==> config.mk <==
export PLATFORM = sky130hd
export DESIGN_NAME = ch_queue_arbiter_flat
export DESIGN_NICKNAME = d
export VERILOG_FILES = /design/src/rtl/ch_arb_pkg.sv /design/src/rtl/ch_queue_arbiter_if.sv /design/src/rtl/ch_rr_pick.sv /design/src/rtl/ch_queue_arbiter.sv /design/src/flat_wrapper.sv
export SDC_FILE = /design/constraint.sdc
export NUM_CORES = 1
export LEC_CHECK = 0
export ABC_CLOCK_PERIOD_IN_PS = 4300
export CAP_MARGIN = 20
export CORE_MARGIN = 1
export CORE_UTILIZATION = 46
export CTS_CLUSTER_SIZE = 14
export DETAILED_ROUTE_END_ITERATION = 7
export PLACE_DENSITY = 0.85
export SYNTH_ARGS = -nofsm -noshare
export SYNTH_HDL_FRONTEND = slang
export SYNTH_HIERARCHICAL = 1
export SYNTH_SLANG_ARGS = --single-unit
==> constraint.sdc <==
create_clock -name clk -period 4.3 [get_ports clk]
set_input_delay 1.29 -clock clk [delete_from_list [all_inputs] [get_ports clk]]
set_output_delay 1.29 -clock clk [all_outputs]
set_load 0.005 [all_outputs]
==> src/rtl/ch_arb_pkg.sv <==
// Shared types and helpers for the ch_queue arbiter: FSM state encoding,
// width calculation and the wrap-around index increment.
package ch_arb_pkg;

  typedef enum logic {
    ARB_IDLE  = 1'b0,
    ARB_BURST = 1'b1
  } arb_state_t;

  function automatic int clog2(input int value);
    int r;
    r = 1;
    for (int i = 1; i < 31; i++) begin
      if ((1 << r) < value) r = i + 1;
    end
    return r;
  endfunction

  // Explicit compare instead of modulo so non-power-of-two N wraps correctly
  function automatic int wrap_inc(input int idx, input int n);
    return (idx == n - 1) ? 0 : idx + 1;
  endfunction

endpackage

==> src/rtl/ch_queue_arbiter_if.sv <==
// Producer-side and enqueue-side signals of the ch_queue arbiter.
// master is the arbiter's view, slave is the surrounding subsystem's view.
interface ch_queue_arbiter_if
  import ch_arb_pkg::*;
#(
  parameter int N = 4,
  parameter int W = 4
);

  localparam int GW = clog2(N);

  logic [N-1:0]   io_in_valid;
  logic [N*W-1:0] io_in_data;
  logic [N-1:0]   io_in_ready;
  logic           io_out_valid;
  logic [W-1:0]   io_out_data;
  logic [GW-1:0]  io_out_grant;
  logic           io_out_ready;
  logic           io_busy;

  modport master (
    input  io_in_valid,
    input  io_in_data,
    input  io_out_ready,
    output io_in_ready,
    output io_out_valid,
    output io_out_data,
    output io_out_grant,
    output io_busy
  );

  modport slave (
    output io_in_valid,
    output io_in_data,
    output io_out_ready,
    input  io_in_ready,
    input  io_out_valid,
    input  io_out_data,
    input  io_out_grant,
    input  io_busy
  );

endinterface

==> src/rtl/ch_rr_pick.sv <==
// Rotating-priority find-first: returns the first set valid bit at or after
// prio, wrapping past N-1 back to 0.
module ch_rr_pick #(
  parameter int N  = 4,
  parameter int GW = 2
) (
  input  logic [N-1:0]  valid,
  input  logic [GW-1:0] prio,
  output logic [GW-1:0] win,
  output logic          any
);

  function automatic int rot(input int p, input int k);
    return (p + k >= N) ? p + k - N : p + k;
  endfunction

  always_comb begin
    win = '0;
    any = 1'b0;
    for (int k = 0; k < N; k++) begin
      if (!any && valid[rot(int'(prio), k)]) begin
        any = 1'b1;
        win = GW'(rot(int'(prio), k));
      end
    end
  end

endmodule

==> src/rtl/ch_queue_arbiter.sv <==
// N-way round-robin arbiter with burst hold feeding one ch_queue enqueue port
// through a single registered output stage.
module ch_queue_arbiter
  import ch_arb_pkg::*;
#(
  parameter int N         = 4,
  parameter int W         = 4,
  parameter int MAX_BURST = 2
) (
  input logic               clk,
  input logic               reset,
  ch_queue_arbiter_if.master bus
);

  localparam int GW = clog2(N);
  localparam int CW = clog2(MAX_BURST + 1);

  arb_state_t    state;
  logic [GW-1:0] prio;
  logic [GW-1:0] owner;
  logic [CW-1:0] burst_cnt;
  logic          out_valid;
  logic [W-1:0]  out_data;
  logic [GW-1:0] out_grant;

  logic [GW-1:0] owner_nxt;
  logic [GW-1:0] pick_prio;
  logic [GW-1:0] pick_win;
  logic [GW-1:0] win;
  logic          any_valid;
  logic          burst_hold;
  logic          load_en;
  logic          accept;

  assign owner_nxt  = GW'(wrap_inc(int'(owner), N));
  assign burst_hold = (state == ARB_BURST) && bus.io_in_valid[owner];

  // A burst owner that dropped valid hands off in the same cycle, searching from owner+1
  assign pick_prio  = (state == ARB_BURST) ? owner_nxt : prio;

  ch_rr_pick #(
    .N  (N),
    .GW (GW)
  ) u_pick (
    .valid (bus.io_in_valid),
    .prio  (pick_prio),
    .win   (pick_win),
    .any   (any_valid)
  );

  assign win     = burst_hold ? owner : pick_win;
  assign load_en = ~out_valid | bus.io_out_ready;
  assign accept  = load_en & any_valid;

  always_comb begin
    bus.io_in_ready = '0;
    if (accept && !reset) bus.io_in_ready[win] = 1'b1;
  end

  always_ff @(posedge clk or posedge reset) begin
    if (reset) begin
      state     <= ARB_IDLE;
      prio      <= '0;
      owner     <= '0;
      burst_cnt <= '0;
      out_valid <= 1'b0;
      out_data  <= '0;
      out_grant <= '0;
    end else if (load_en) begin
      if (accept) begin
        out_valid <= 1'b1;
        out_data  <= bus.io_in_data[int'(win)*W +: W];
        out_grant <= win;
      end else begin
        out_valid <= 1'b0;
      end

      if (burst_hold) begin
        if (burst_cnt + CW'(1) == CW'(MAX_BURST)) begin
          state     <= ARB_IDLE;
          prio      <= owner_nxt;
          burst_cnt <= '0;
        end else begin
          burst_cnt <= burst_cnt + CW'(1);
        end
      end else begin
        if (state == ARB_BURST) begin
          state     <= ARB_IDLE;
          prio      <= owner_nxt;
          burst_cnt <= '0;
        end
        // Later assignments below override the release defaults when a new winner is taken
        if (accept) begin
          if (MAX_BURST == 1) begin
            state <= ARB_IDLE;
            prio  <= GW'(wrap_inc(int'(win), N));
          end else begin
            state     <= ARB_BURST;
            owner     <= win;
            burst_cnt <= CW'(1);
          end
        end
      end
    end
  end

  assign bus.io_out_valid = out_valid;
  assign bus.io_out_data  = out_data;
  assign bus.io_out_grant = out_grant;
  assign bus.io_busy      = (state == ARB_BURST);

endmodule

==> src/flat_wrapper.sv <==
// flat-port wrapper written by rule: the top's interface ports become plain ports
module ch_queue_arbiter_flat import ch_arb_pkg::*;
#(
  parameter int N         = 4,
  parameter int W         = 4,
  parameter int MAX_BURST = 2
)
  (clk, reset, bus_io_in_valid, bus_io_in_data, bus_io_out_ready, bus_io_in_ready, bus_io_out_valid, bus_io_out_data, bus_io_out_grant, bus_io_busy);
  ch_queue_arbiter_if #(.N(N), .W(W)) bus_i ();
  input logic clk;
  input logic reset;
  input wire logic [$bits(bus_i.io_in_valid)-1:0] bus_io_in_valid;
  input wire logic [$bits(bus_i.io_in_data)-1:0] bus_io_in_data;
  input wire logic [$bits(bus_i.io_out_ready)-1:0] bus_io_out_ready;
  output wire logic [$bits(bus_i.io_in_ready)-1:0] bus_io_in_ready;
  output wire logic [$bits(bus_i.io_out_valid)-1:0] bus_io_out_valid;
  output wire logic [$bits(bus_i.io_out_data)-1:0] bus_io_out_data;
  output wire logic [$bits(bus_i.io_out_grant)-1:0] bus_io_out_grant;
  output wire logic [$bits(bus_i.io_busy)-1:0] bus_io_busy;
  assign bus_i.io_in_valid = bus_io_in_valid;
  assign bus_i.io_in_data = bus_io_in_data;
  assign bus_i.io_out_ready = bus_io_out_ready;
  assign bus_io_in_ready = bus_i.io_in_ready;
  assign bus_io_out_valid = bus_i.io_out_valid;
  assign bus_io_out_data = bus_i.io_out_data;
  assign bus_io_out_grant = bus_i.io_out_grant;
  assign bus_io_busy = bus_i.io_busy;
  ch_queue_arbiter #(.N(N), .W(W), .MAX_BURST(MAX_BURST)) u_core (.clk(clk), .reset(reset), .bus(bus_i));
endmodule
==> results of run 1 <==
[worst min-delay path by stage]
| stage | slack, ps | from | to |
|---|---|---|---|
| finish | 490 | u_core/bus.io_out_grant[0]$_DFFE_PP0P_ | u_core/bus.io_out_grant[0]$_DFFE_PP0P_ |
| global route | 500 | u_core/bus.io_out_grant[0]$_DFFE_PP0P_ | u_core/bus.io_out_grant[0]$_DFFE_PP0P_ |
| CTS | 500 | u_core/bus.io_out_grant[0]$_DFFE_PP0P_ | u_core/bus.io_out_grant[0]$_DFFE_PP0P_ |
| detailed placement | 480 | u_core/bus.io_out_grant[0]$_DFFE_PP0P_ | u_core/bus.io_out_grant[0]$_DFFE_PP0P_ |
| global placement | 460 | u_core/bus.io_out_grant[0]$_DFFE_PP0P_ | u_core/bus.io_out_grant[0]$_DFFE_PP0P_ |
| floorplan | 460 | u_core/burst_cnt[1]$_DFFE_PP0P_ | u_core/burst_cnt[1]$_DFFE_PP0P_ |
[what timing repair did]
action / CTS / global route
pin swaps: 6 / 5
resized for setup: 26 / 5
setup buffers: 2 / 1
endpoints found under the setup margin: 4 / 3
[tightest hold or removal path: stages (launching register included)]
cell,delay [ps]
dfrtp_1,360
nand2_1,50
nand2_1,50
[routing by layer]
| metal | share of wire, % | wire (um) | up-vias |
|---|---|---|---|
| met1 | 37 | 1310 | 578 |
| met2 | 52 | 1860 | 71 |
| met3 | 5.8 | 206 | 24 |
| li1 | - | - | 593 |
| met5 | 0 | 0 | - |
| met4 | 5.1 | 180 | 0 |
[flip-flops by register name, summed over array words and instances (netlist names)]
| name | cells |
|---|---|
| u_core/bus.io_out_grant | 2 |
| u_core/owner | 2 |
| u_core/bus.io_busy | 1 |
| u_core/bus.io_out_data | 4 |
| u_core/bus.io_out_valid | 1 |
| u_core/burst_cnt | 2 |
| u_core/prio | 2 |
[through the flow]
step,setup WS (ps),TNS (ps)
2_1_floorplan,435,0
6_report,76.5,0
3_3_place_gp,-576,-2160
5_1_grt,-27.8,-27.8
4_1_cts,3.42,0
3_5_place_dp,-698,-2400
[Yosys cell counts (all sizes together)]
master / number
mux2: 7
a31o: 3
o21ai: 9
o31ai: 7
nand3b: 1
o2bb2ai: 1
a21o: 1
nand2: 13
o22ai: 2
ha: 1
dfrtp: 14
and4: 1
a31oi: 1
and2: 1
nand3: 1
a21oi: 10
a41oi: 1
mux4: 1
nor2: 8
a221o: 1
nor4: 2
o221ai: 1
buf: 3
nor3: 7
o21bai: 1
nor2b: 1
o21a: 2
mux2i: 7
inv: 9
nand2b: 7
clkbuf: 2
[cell families (layout without fill, tap and decap cells)]
group	Yosys count	count (layout)	synth area share [%]
AO/OA/AOI/OAI	40	40	24.9
adder cells (fa/ha/maj)	1	1	1.14
AND/OR/NAND/NOR	42	42	19.3
buffers and inverters	14	78	6.84
multiplexers	15	15	16.0
flip-flops	14	14	31.9
[cell type report]
| type | instances | area, um^2 |
|---|---|---|
| Multi-Input combinational cell | 98 | 721 |
| Timing Repair Buffer | 65 | 557 |
| Fill cell | 149 | 500 |
| Sequential cell | 14 | 350 |
| Clock buffer | 4 | 36.3 |
| Tap cell | 28 | 35.0 |
| Inverter | 9 | 33.8 |
[power by group through the flow]
| stage | clock [W] | sequential (W) | combinational [W] |
|---|---|---|---|
| after floorplan | 0 | 0.000223 | 0.000426 |
| after global placement | 0 | 0.000215 | 0.000706 |
| after detailed placement | 0 | 0.000223 | 0.000731 |
| after CTS | 0.000102 | 0.000220 | 0.000772 |
| after global routing | 0.000109 | 0.000224 | 0.000879 |
| final | 0.0000986 | 0.000220 | 0.000814 |
==> impl_metrics.csv, run 1 <==
group,metric,value,unit
worst_hold_path,whs_path_depth,2,
timing,post-route-period-util,98.2,%
detailed_routing,first_iter_violations,26,
power_and_ir_drop,cellPowerDensity,654,mW/mm^2
layout,drive_above_1_share,32.1,%
detailed_routing,vias,1266,
clocking,cts_buffer_depth,2,
floorplan,dieArea,0.00258,mm^2
synth,yosysWarnings,6,
global_routing,grtUsageMet2,60.0,%
run_status,status,"finished clean",
worst_setup_path,path_depth,10,
timing,tightest_slew,558,ps
global_routing,grt-ovfl-total,0,
detailed_routing,wl,3560,um
run,drv_cap,0,
layout,utilization,77.6,%
global_routing,grt_use_met1,28.1,%
clocking,cts_buffers,3,
worst_setup_path,cp_max_fo,4,
layout,syn_to_final_growth,57.9,%
clocking,clk_pin_slew,80,ps
global_routing,grt_start_max_net_pins,15,
power_and_ir_drop,clkPwrFrac,8.7,%
detailed_routing,ant_nets,0,
timing,drv_slew,0,
worst_setup_path,cp-start-kind,"input port",
layout,fin_nets,215,
worst_setup_path,crit_chain,"clkdlybuf4s15_1 > inv_1 > a221o_1 > a21oi_2 > buf_4 > nand2b_1 > a21oi_2 > nor2_1 > nor3_1 > buf_2",
layout,antennaDiodeCount,0,
clocking,clock_latency,290,ps
detailed_routing,drc_errors,0,
worst_setup_path,crit_arrival,2930,ps
power_and_ir_drop,intPower,0.000656,W
floorplan,std_cell_rows,17,
worst_setup_path,regToRegSetupSlack,1680,ps
power_and_ir_drop,p_sw_share,42.1,%
worst_setup_path,rr_endpoint,"u_core/bus.io_out_data[0]$_DFFE_PP0P_",
clocking,cts_max_level,1,
global_routing,use_met3,5.95,%
layout,fin_area,0.00173,mm^2
timing,setup_viol,0,
power_and_ir_drop,p_switching,0.000477,W
timing,relSlewSlack,62.8,%
worst_setup_path,critical_path.most_common_cell,"a21oi_2",
timing,hold_viol_final,0,
floorplan,die_h,50.8,um
timing,fin_worst_skew,11.6,ps
worst_setup_path,startpoint,"bus_io_in_valid[1]",
worst_setup_path,endpoint,"bus_io_in_ready[1]",
floorplan,coreArea,0.00223,mm^2
placement,place.detailed.instances,211,
synth,synth.distinct_cells,38,
worst_setup_path,cp_slowest_stage_delay,360,ps
synth,synth_area_leaders,"dfrtp_1, mux2i_1, mux2_2",
clocking,clock-root-buffer,"clkbuf_4",
synth,syn-instance-count,126,
clocking,clock-sinks,14,
placement,placed_area,0.00164,mm^2
worst_setup_path,reg2reg_depth,13,
detailed_routing,firstDrtPassIters,4,
worst_setup_path,cp_top_family,"compound AO/OA/AOI/OAI gates",
global_routing,grt_first_pass_wirelength,5660,um
placement,dp_hpwl,2510,um
global_routing,grt.total_usage,29.9,%
worst_setup_path,r2r_start,"u_core/owner[0]$_DFFE_PP0P_",
power_and_ir_drop,pwr-share-seq,19.4,%
detailed_routing,viasPerCell,5.81,
global_routing,grt_busiest_layer,"met2",
placement,gp_congestion,0.859,
power_and_ir_drop,power.leakage,0.784,nW
layout,fin_cells,218,
power_and_ir_drop,peakVddDrop,0.424,mV
power_and_ir_drop,combPwrFrac,71.9,%
floorplan,die_w,50.8,um
worst_setup_path,crit_type,"input port to primary output",
worst_setup_path,worstPathRequired,3010,ps
timing,fin_crit,4220,ps
power_and_ir_drop,finalPower,0.00113,W
floorplan,start_util,49.1,%
worst_setup_path,critical_path_buf_inv_count,4,
synth,avgSynthCellArea,8.71,um^2
timing,hold-worst-slack,488,ps
synth,yosysTopAreaCell,"dfrtp_1",
timing,max_freq,237,MHz
layout,final_cell_mix,"buf_4, clkdlybuf4s50_1, dfrtp_1",
worst_setup_path,cp-end-kind,"primary output",
synth,ys_seq_elements,14,
detailed_routing,routedWlPerCell,16.3,um
synth,seq_area_frac_synth,31.9,%
clocking,cts_tree,"yes",
global_routing,grt_pass1_vias,1344,
synth,netlist_area,0.00110,mm^2
clocking,hold_buffers,0,
worst_hold_path,hp-class,"register to register",
synth,synthesis.nets,150,
synth,synth_top_area_share,31.9,%
placement,io_buffer_count,34,
global_routing,antenna_found_initial,0,
floorplan,io_pins,35,
layout,layout_commonest_cell,"buf_4",
worst_setup_path,critical-path-slowest-cell,"a221o_1",
(Power assumes the default switching activity.)
==> run 2: changes to the inputs <==
--- a/config.mk
+++ b/config.mk
@@ -9,8 +9,9 @@
 export CAP_MARGIN = 20
 export CORE_MARGIN = 1
 export CORE_UTILIZATION = 46
-export CTS_CLUSTER_SIZE = 14
+export CTS_CLUSTER_SIZE = 30
 export DETAILED_ROUTE_END_ITERATION = 7
+export GPL_ROUTABILITY_DRIVEN = 0
 export PLACE_DENSITY = 0.85
 export SYNTH_ARGS = -nofsm -noshare
 export SYNTH_HDL_FRONTEND = slang
==> results of run 2 <==
The final DEF is identical to that of run 1; final timing and power are the same.
==> run 3: changes to the inputs <==
--- a/config.mk
+++ b/config.mk
@@ -13,6 +13,7 @@
 export DETAILED_ROUTE_END_ITERATION = 7
 export GPL_ROUTABILITY_DRIVEN = 0
 export PLACE_DENSITY = 0.85
+export SETUP_SLACK_MARGIN = 0.4
 export SYNTH_ARGS = -nofsm -noshare
 export SYNTH_HDL_FRONTEND = slang
 export SYNTH_HIERARCHICAL = 1
==> run 3 against run 2 <==
Net effect: clock-buffer cell count stayed put; sequential power hardly changed; clock power barely moved; utilization up 2.4 points; via count grew 3.5%; global-route usage rose by 0.51 points; critical path depth unchanged; maximum frequency rose by 6.4%; register-to-register slack got worse by 60 ps; flip-flop and latch count unchanged; combinational power increased by 5.2%; clock skew rose by 2.0 ps.
==> impl_metrics.csv, run 3 (same netlist as run 1, synthesis figures left out) <==
group,metric,value,unit
power_and_ir_drop,power.leakage,0.800,nW
timing,post-route-period-util,92.3,%
placement,place.detailed.instances,211,
placement,dp_hpwl,2510,um
clocking,cts_max_level,1,
layout,fin_cells,219,
global_routing,grt.total_usage,30.4,%
worst_setup_path,critical-path-slowest-cell,"a221o_1",
layout,fin_nets,216,
clocking,clock_latency,300,ps
clocking,clock-root-buffer,"clkbuf_4",
power_and_ir_drop,finalPower,0.00118,W
detailed_routing,firstDrtPassIters,4,
global_routing,grt_pass1_vias,1364,
worst_setup_path,cp-end-kind,"primary output",
timing,setup_viol,0,
layout,ff_latch_area,350,um^2
floorplan,die_w,50.8,um
worst_setup_path,crit_arrival,2680,ps
global_routing,antenna_found_initial,0,
clocking,cts_tree,"yes",
timing,rsz0062_at_grt,"yes",
timing,drv_slew,0,
layout,final_cell_mix,"buf_4, clkdlybuf4s50_1, dfrtp_1",
detailed_routing,viasPerCell,5.98,
detailed_routing,ant_nets,0,
worst_setup_path,cp-start-kind,"input port",
worst_setup_path,cp_slowest_stage_delay,360,ps
clocking,cts_buffers,3,
layout,largest_register_ffs,4,
run_status,status,"finished clean",
timing,worst_slack,332,ps
worst_setup_path,crit_chain,"buf_8 > inv_4 > a221o_1 > a21oi_2 > buf_4 > nand2b_4 > a21oi_4 > nor2_2 > nor3_2 > buf_2",
global_routing,grt-ovfl-total,0,
clocking,clock-sinks,14,
floorplan,std_cell_rows,17,
clocking,cts_buffer_depth,2,
placement,io_buffer_count,34,
clocking,clk_pin_slew,80,ps
worst_hold_path,hp-class,"register to register",
floorplan,dieArea,0.00258,mm^2
global_routing,grt_start_max_net_pins,15,
placement,place_ws,-698,ps
worst_setup_path,crit_type,"input port to primary output",
layout,antennaDiodeCount,0,
power_and_ir_drop,peakVddDrop,0.420,mV
timing,fin_worst_skew,13.7,ps
floorplan,die_h,50.8,um
timing,max_freq,252,MHz
timing,hold_viol_final,0,
layout,drive_above_1_share,37.7,%
detailed_routing,wl,3780,um
detailed_routing,drc_errors,0,
detailed_routing,first_iter_violations,42,
layout,layout_commonest_cell,"buf_4",
power_and_ir_drop,cellPowerDensity,660,mW/mm^2
layout,multi_input_area,751,um^2
global_routing,grt_first_pass_wirelength,5760,um
worst_setup_path,cp_max_fo,4,
floorplan,coreArea,0.00223,mm^2
layout,fillers,136,
run,drv_cap,0,
timing,relSlewSlack,63.2,%
floorplan,start_util,49.1,%
detailed_routing,vias,1310,
floorplan,io_pins,35,
detailed_routing,routedWlPerCell,17.3,um
timing,fin_crit,3970,ps
layout,syn_to_final_growth,62.7,%
worst_setup_path,worstPathRequired,3010,ps
timing,tightest_slew,552,ps
[run 3: where the power goes]
group	total, W	switching, W	internal, W
clock	0.000101	0.0000490	0.0000516
sequential	0.000222	0.0000341	0.000187
combinational	0.000856	0.000421	0.000435
total	0.00118	0.000504	0.000674
[run 3: repair_timing]
action                                  4_1_cts  5_1_grt
buffers inserted                              2        2
pin swaps                                     8        7
hold buffers                                  0        0
gates resized for setup                      50        9
endpoints found under the setup margin        4        4
[run 3: per-stage QoR]
step                hold slack, ps  TNS, ps  cell area (um^2)  utilization [%]
floorplan                      458        0              1100                -
global placement               458    -2160              1640             73.5
detailed placement             479    -2400              1640             73.5
CTS                            500        0              1730             77.3
global route                   522        0              1790             79.9
finish                         512        0              1790             79.9
[run 3: per-layer routing]
metal	vias to the layer above	wire length, um	part of all wire (%)	global-route usage (%)
met1	613	1390	37	28.4
met3	30	208	5.5	5.65
met4	0	175	4.6	14.4
met2	69	2010	53	61.8
li1	598	-	-	-
met5	-	0	0	0
[run 3: final cells by class]
class | instances | area share [%]
flip-flops and latches | 14 | 19.6
clock buffers | 4 | 2.03
inverters | 9 | 2.03
multi-input cells | 98 | 42.0
well taps | 28 | 1.96
repair buffers | 66 | 32.3
[run 3: worst paths after layout]
check                                                 from                                endpoint  slack (ps)  cells past startpoint
setup / recovery                        bus_io_in_valid[1]                      bus_io_in_ready[1]         330                     10
hold / removal             u_core/burst_cnt[1]$_DFFE_PP0P_         u_core/burst_cnt[1]$_DFFE_PP0P_         510                      1
setup reg to reg               u_core/owner[0]$_DFFE_PP0P_   u_core/bus.io_out_data[0]$_DFFE_PP0P_        1620                     14
hold reg to reg            u_core/burst_cnt[1]$_DFFE_PP0P_         u_core/burst_cnt[1]$_DFFE_PP0P_         510                      1
max in group asynchronous                            reset         u_core/burst_cnt[1]$_DFFE_PP0P_        2380                      2
min in group asynchronous                            reset  u_core/bus.io_out_grant[1]$_DFFE_PP0P_        1540                      2
[run 3: critical path, delay by kind of cell]
kind,cells,cell delay (ps)
AO/OA/AOI/OAI,3,720
buffers and inverters,4,420
AND/OR/NAND/NOR,3,240
==> RTL change 1: new RTL, flow settings as in run 2 <==
Reset style: synchronous (`reset`), changed in one clocked block.
--- a/src/rtl/ch_queue_arbiter.sv
+++ b/src/rtl/ch_queue_arbiter.sv
@@ -57,7 +57,7 @@
     if (accept && !reset) bus.io_in_ready[win] = 1'b1;
   end
 
-  always_ff @(posedge clk or posedge reset) begin
+  always_ff @(posedge clk) begin
     if (reset) begin
       state     <= ARB_IDLE;
       prio      <= '0;
Behaviour: differs if reset is asserted again (counterexample within 4 cycles, from zero or initial values and one cycle with reset high); with reset held inactive, the same outputs for 10 cycles.
==> RTL change 1 against run 2 <==
Die area decreased by 0.98%; count of clock-buffer cells in the layout decreased by 1; cell area decreased by 6.7%; fmax decreased by 1.2%; cell count decreased by 3.7%; sequential cell count unchanged; highest routed layer unchanged; register-to-register slack got worse by 0.47 ns; critical endpoint is now bus_io_in_ready[0]; area after synthesis decreased by 1.0%; wire length decreased by 11%; worst hold slack got worse by 0.010 ns; setup slack got worse by 0.051 ns.
Power is not compared: it rests on default switching activity, and its combinational part moved more than twofold at a synthesized area within 25%.
==> RTL change 1: results (changes against run 2) <==
| Metric | Value |
|---|---|
| Run status | finished clean |
| Post-synthesis cell type count | 33 (-13%) |
| Initial antenna violation count | 0 (unchanged) |
| Setup TNS | 0 ns (unchanged) |
| CTS max path bufs | 2 (unchanged) |
| Total routed wirelength | 3.18 mm (-11%) |
| Critical path arrival | 2.98 ns (+0.05 ns) |
| Pre-CTS WS | -0.458 ns (+0.240 ns) |
| CTS Buf Count | 3 (unchanged) |
| HP Start | u_core/burst_cnt[1] |
| Via density | 5.78 (-0.45%) |
| Critical path origin | bus_io_in_valid[2] |
| First-pass GRT wire length | 5.20 mm (-8.3%) |
| Clk_lat worst skew | 0.27 ns (-0.02 ns) |
| Net Count, Synth | 155 (+3.3%) |
| Max VDD drop | 232 µV |
| Max reg flops | 4 (unchanged) |
| Worst Skew | 0.00480 ns (-0.00684 ns) |
| Largest net degree at the start of global routing | 12 (-3) |
| Synth top cells by count | dfxtp_1, mux2i_1, nor2_1 |
| Ant diodes | 0 (unchanged) |
| Vias in the first global route | 1235 (-8.1%) |
| NumNets Final | 208 (-3.3%) |
| NetSw | ~0.16 mW |
| Placed Instances | 203 (-3.8%) |
| WL/cell | 15.1 µm (-7.3%) |
| Worst reg-to-reg path cell count | 11 (-2) |
| H-tree depth | 1 (unchanged) |
| R2r startpoint | u_core/owner[0] |
| Placed cell area | 1550 µm² (-5.4%) |
| Top post-synthesis cells by area | dfxtp_1, mux2i_1, a211oi_1 |
| Seq/Total Area, Yosys | 25.8% (-6.1 points) |
| Tightest Hold Check Type | reg -> reg |
| Reg2reg end | u_core/bus.io_out_data[0] |
| Final Cycle Share | 99.4% (+1.2 points) |
| Flop2flop setup slack | 1.21 ns (-0.47 ns) |
| DR iter-0 viols | 25 (-3.8%) |
| Yosys warns | 6 (unchanged) |
| CP endpoint | bus_io_in_ready[0] |
| Port buffer count | 34 (unchanged) |
| Worst slew pin tran | 0.863 ns (+0.305 ns) |
| Syn_area_per_cell | 8.29 µm² (-4.8%) |
| Detailed placement HPWL | 2.30 mm (-8.3%) |
| Fraction of layout cells with a size suffix above 1 | 26.9% (-5.2 points) |
| Gr usage total | 26.4% (-3.5 points) |
| Ys async rst share | 0% (-100 points) |
==> RTL change 1: worst max-delay path, cell delays in order <==
cell             delay (ns)
dlygate4sd2_1          0.27
a221o_1                0.34
a21oi_2                0.21
a21oi_2                0.09
buf_4                  0.15
and3_2                 0.19
clkdlybuf4s50_1        0.44
==> RTL change 1: area by class of cell <==
cell class / count / area (µm²)
multi-input cells: 101 / 759
well taps: 28 / 35.0
repair buffers: 57 / 493
fillers: 166 / 596
inverters: 7 / 26.3
flip-flops and latches: 14 / 280
clock buffers: 3 / 22.5
==> RTL change 1: worst min-delay path by stage <==
stage | slack (ns) | cells past startpoint | end
after floorplan | 0.45 | 1 | u_core/burst_cnt[1]
after global placement | 0.46 | 1 | u_core/burst_cnt[1]
after detailed placement | 0.47 | 1 | u_core/burst_cnt[1]
after CTS | 0.48 | 1 | u_core/burst_cnt[1]
after global routing | 0.49 | 1 | u_core/burst_cnt[1]
final | 0.48 | 1 | u_core/burst_cnt[1]
==> RTL change 1: what timing repair did <==
action / 4_1_cts / 5_1_grt
hold endpoints to repair: 0 / 0
gates resized for setup: 13 / 8
gates cloned: 0 / 0
endpoints found under the setup margin: 4 / 2
pin swaps: 2 / 2
buffers inserted: 3 / 1
==> RTL change 1: cell families after synthesis <==
logic type,share of synthesized area (%)
adders and majority gates,1.15
buffers and inverters,7.14
AOI/OAI and AO/OA,23.6
muxes,21.5
DFF,25.8
and+or+nand+nor,20.7
==> RTL change 1: stage by stage <==
stage / utilization, % / hold slack, ns
finish: 73.1 / 0.478
global placement: 70.2 / 0.462
CTS: 72.9 / 0.478
global route: 73.1 / 0.492
detailed placement: 70.2 / 0.467
floorplan: - / 0.451
==> RTL change 1: per-layer routing <==
layer | track usage [%] | vias up | wire, µm
met5 | 0 | - | 0
met4 | 10.6 | 0 | 41
met3 | 4.55 | 6 | 170
met2 | 47.1 | 55 | 1630
met1 | 30.9 | 569 | 1340
li1 | - | 584 | -
==> RTL change 1: power groups by stage <==
stage	combinational [mW]	sequential [mW]	clock [mW]
final	0.247	0.159	0.0725
after global routing	0.265	0.161	0.0832
after CTS	0.239	0.159	0.0737
after detailed placement	0.228	0.161	0
after global placement	0.220	0.161	0
after floorplan	0.132	0.157	0
==> RTL change 2: new RTL, settings of run 2 <==
Made on the original files. `W` is set to 4 in 3 places; all go to 6.
--- a/src/rtl/ch_queue_arbiter_if.sv
+++ b/src/rtl/ch_queue_arbiter_if.sv
@@ -4,7 +4,7 @@
   import ch_arb_pkg::*;
 #(
   parameter int N = 4,
-  parameter int W = 4
+  parameter int W = 6
 );
 
   localparam int GW = clog2(N);
--- a/src/rtl/ch_queue_arbiter.sv
+++ b/src/rtl/ch_queue_arbiter.sv
@@ -4,7 +4,7 @@
   import ch_arb_pkg::*;
 #(
   parameter int N         = 4,
-  parameter int W         = 4,
+  parameter int W         = 6,
   parameter int MAX_BURST = 2
 ) (
   input logic               clk,
--- a/src/flat_wrapper.sv
+++ b/src/flat_wrapper.sv
@@ -2,7 +2,7 @@
 module ch_queue_arbiter_flat import ch_arb_pkg::*;
 #(
   parameter int N         = 4,
-  parameter int W         = 4,
+  parameter int W         = 6,
   parameter int MAX_BURST = 2
 )
   (clk, reset, bus_io_in_valid, bus_io_in_data, bus_io_out_ready, bus_io_in_ready, bus_io_out_valid, bus_io_out_data, bus_io_out_grant, bus_io_busy);
Ports: changed (resized bus_io_in_data and bus_io_out_data); port bits go from 35 to 45. No check against the original RTL was run, so the function may have changed too.
==> RTL change 2 against run 2 <==
Area after synthesis rose by 18%; highest routed layer unchanged; utilization fell by 0.25 points; wire length rose by 18%; count of clock-buffer cells in the layout did not move; via count rose by 13%; critical endpoint is now bus_io_in_ready[0]; worst hold slack improved by 0.015 ns; setup slack got worse by 0.018 ns; first-iteration DRC count rose by 81%; cell area rose by 15%; synthesized cell count rose by 13%; total power rose by 18%; die area rose by 17%; global-route usage fell by 0.94 points; sequential cell count rose by 2.
==> RTL change 2: results (changes against run 2) <==
| Metric | Value |
|---|---|
| WHS | 0.503 ns (+0.0154 ns) |
| Clock-pin transition on the worst setup and hold timing paths | 0.10 ns (+0.02 ns) |
| Mux contribution to synthesized area | 18.3% (+2.4 points) |
| Met1 wire length | 1.73 mm (+32%) |
| Total routed wirelength | 4.19 mm (+18%) |
| CP endpoint | bus_io_in_ready[0] |
| Met2 wire len | 2.18 mm (+17%) |
| Synth top cells by count | dfrtp_1, o21ai_0, mux2_2, nand2_1, inv_1 |
| Seq/Total Area, Yosys | 31.0% (-0.89 points) |
| Run status | finished clean |
| Worst Hold Depth | 1 (-1) |
| Top post-synthesis cells by area | dfrtp_1, mux2_2, o21ai_0 |
| Net Count, Synth | 174 (+16%) |
| Max reg flops | 6 (+2) |
| Hold EP | u_core/burst_cnt[1] |
| Met3 Routed Length | 213 µm (+3.4%) |
| Flop2flop setup slack | 1.55 ns (-0.13 ns) |
| Port buffer count | 44 (+29%) |
| Clock-net power | 0.106 mW (+8%) |
| Max VDD drop | 519 µV (+22%) |
| Crit-path leading delay family | buffers and inverters |
| Leak Pwr | 0.827 nW (+5.5%) |
| Grt met3 use | 4.37% (-1.6 points) |
| DR iter-0 viols | 47 (+81%) |
| Placed Instances | 229 (+8.5%) |
[RTL change 2: cell types whose count changed in the layout (fill, tap and decap cells not counted), sizes merged, moves of 4 or more]
| cell | before | now |
|---|---|---|
| buf | 35 | 25 |
| a21oi | 10 | 6 |
| o31ai | 7 | 0 |
| o21ai | 9 | 17 |
| nor3 | 7 | 1 |
| mux2 | 7 | 12 |
| clkdlybuf4s50 | 26 | 36 |
| nand3 | 1 | 5 |
[RTL change 2: timing repair]
action,4_1_cts,5_1_grt
pin swaps,4,3
setup endpoints to repair,4,2
endpoints found under the hold margin,0,0
gates resized for setup,22,3
buffers inserted,3,0
[RTL change 2: cell type report]
cell class                      count  area [µm²]
Multi-Input combinational cell    110         865
Inverter                            8        30.0
Fill cell                         188         582
Tap cell                           30        37.5
Sequential cell                    16         400
Clock buffer                        4        36.3
Timing Repair Buffer               68         617
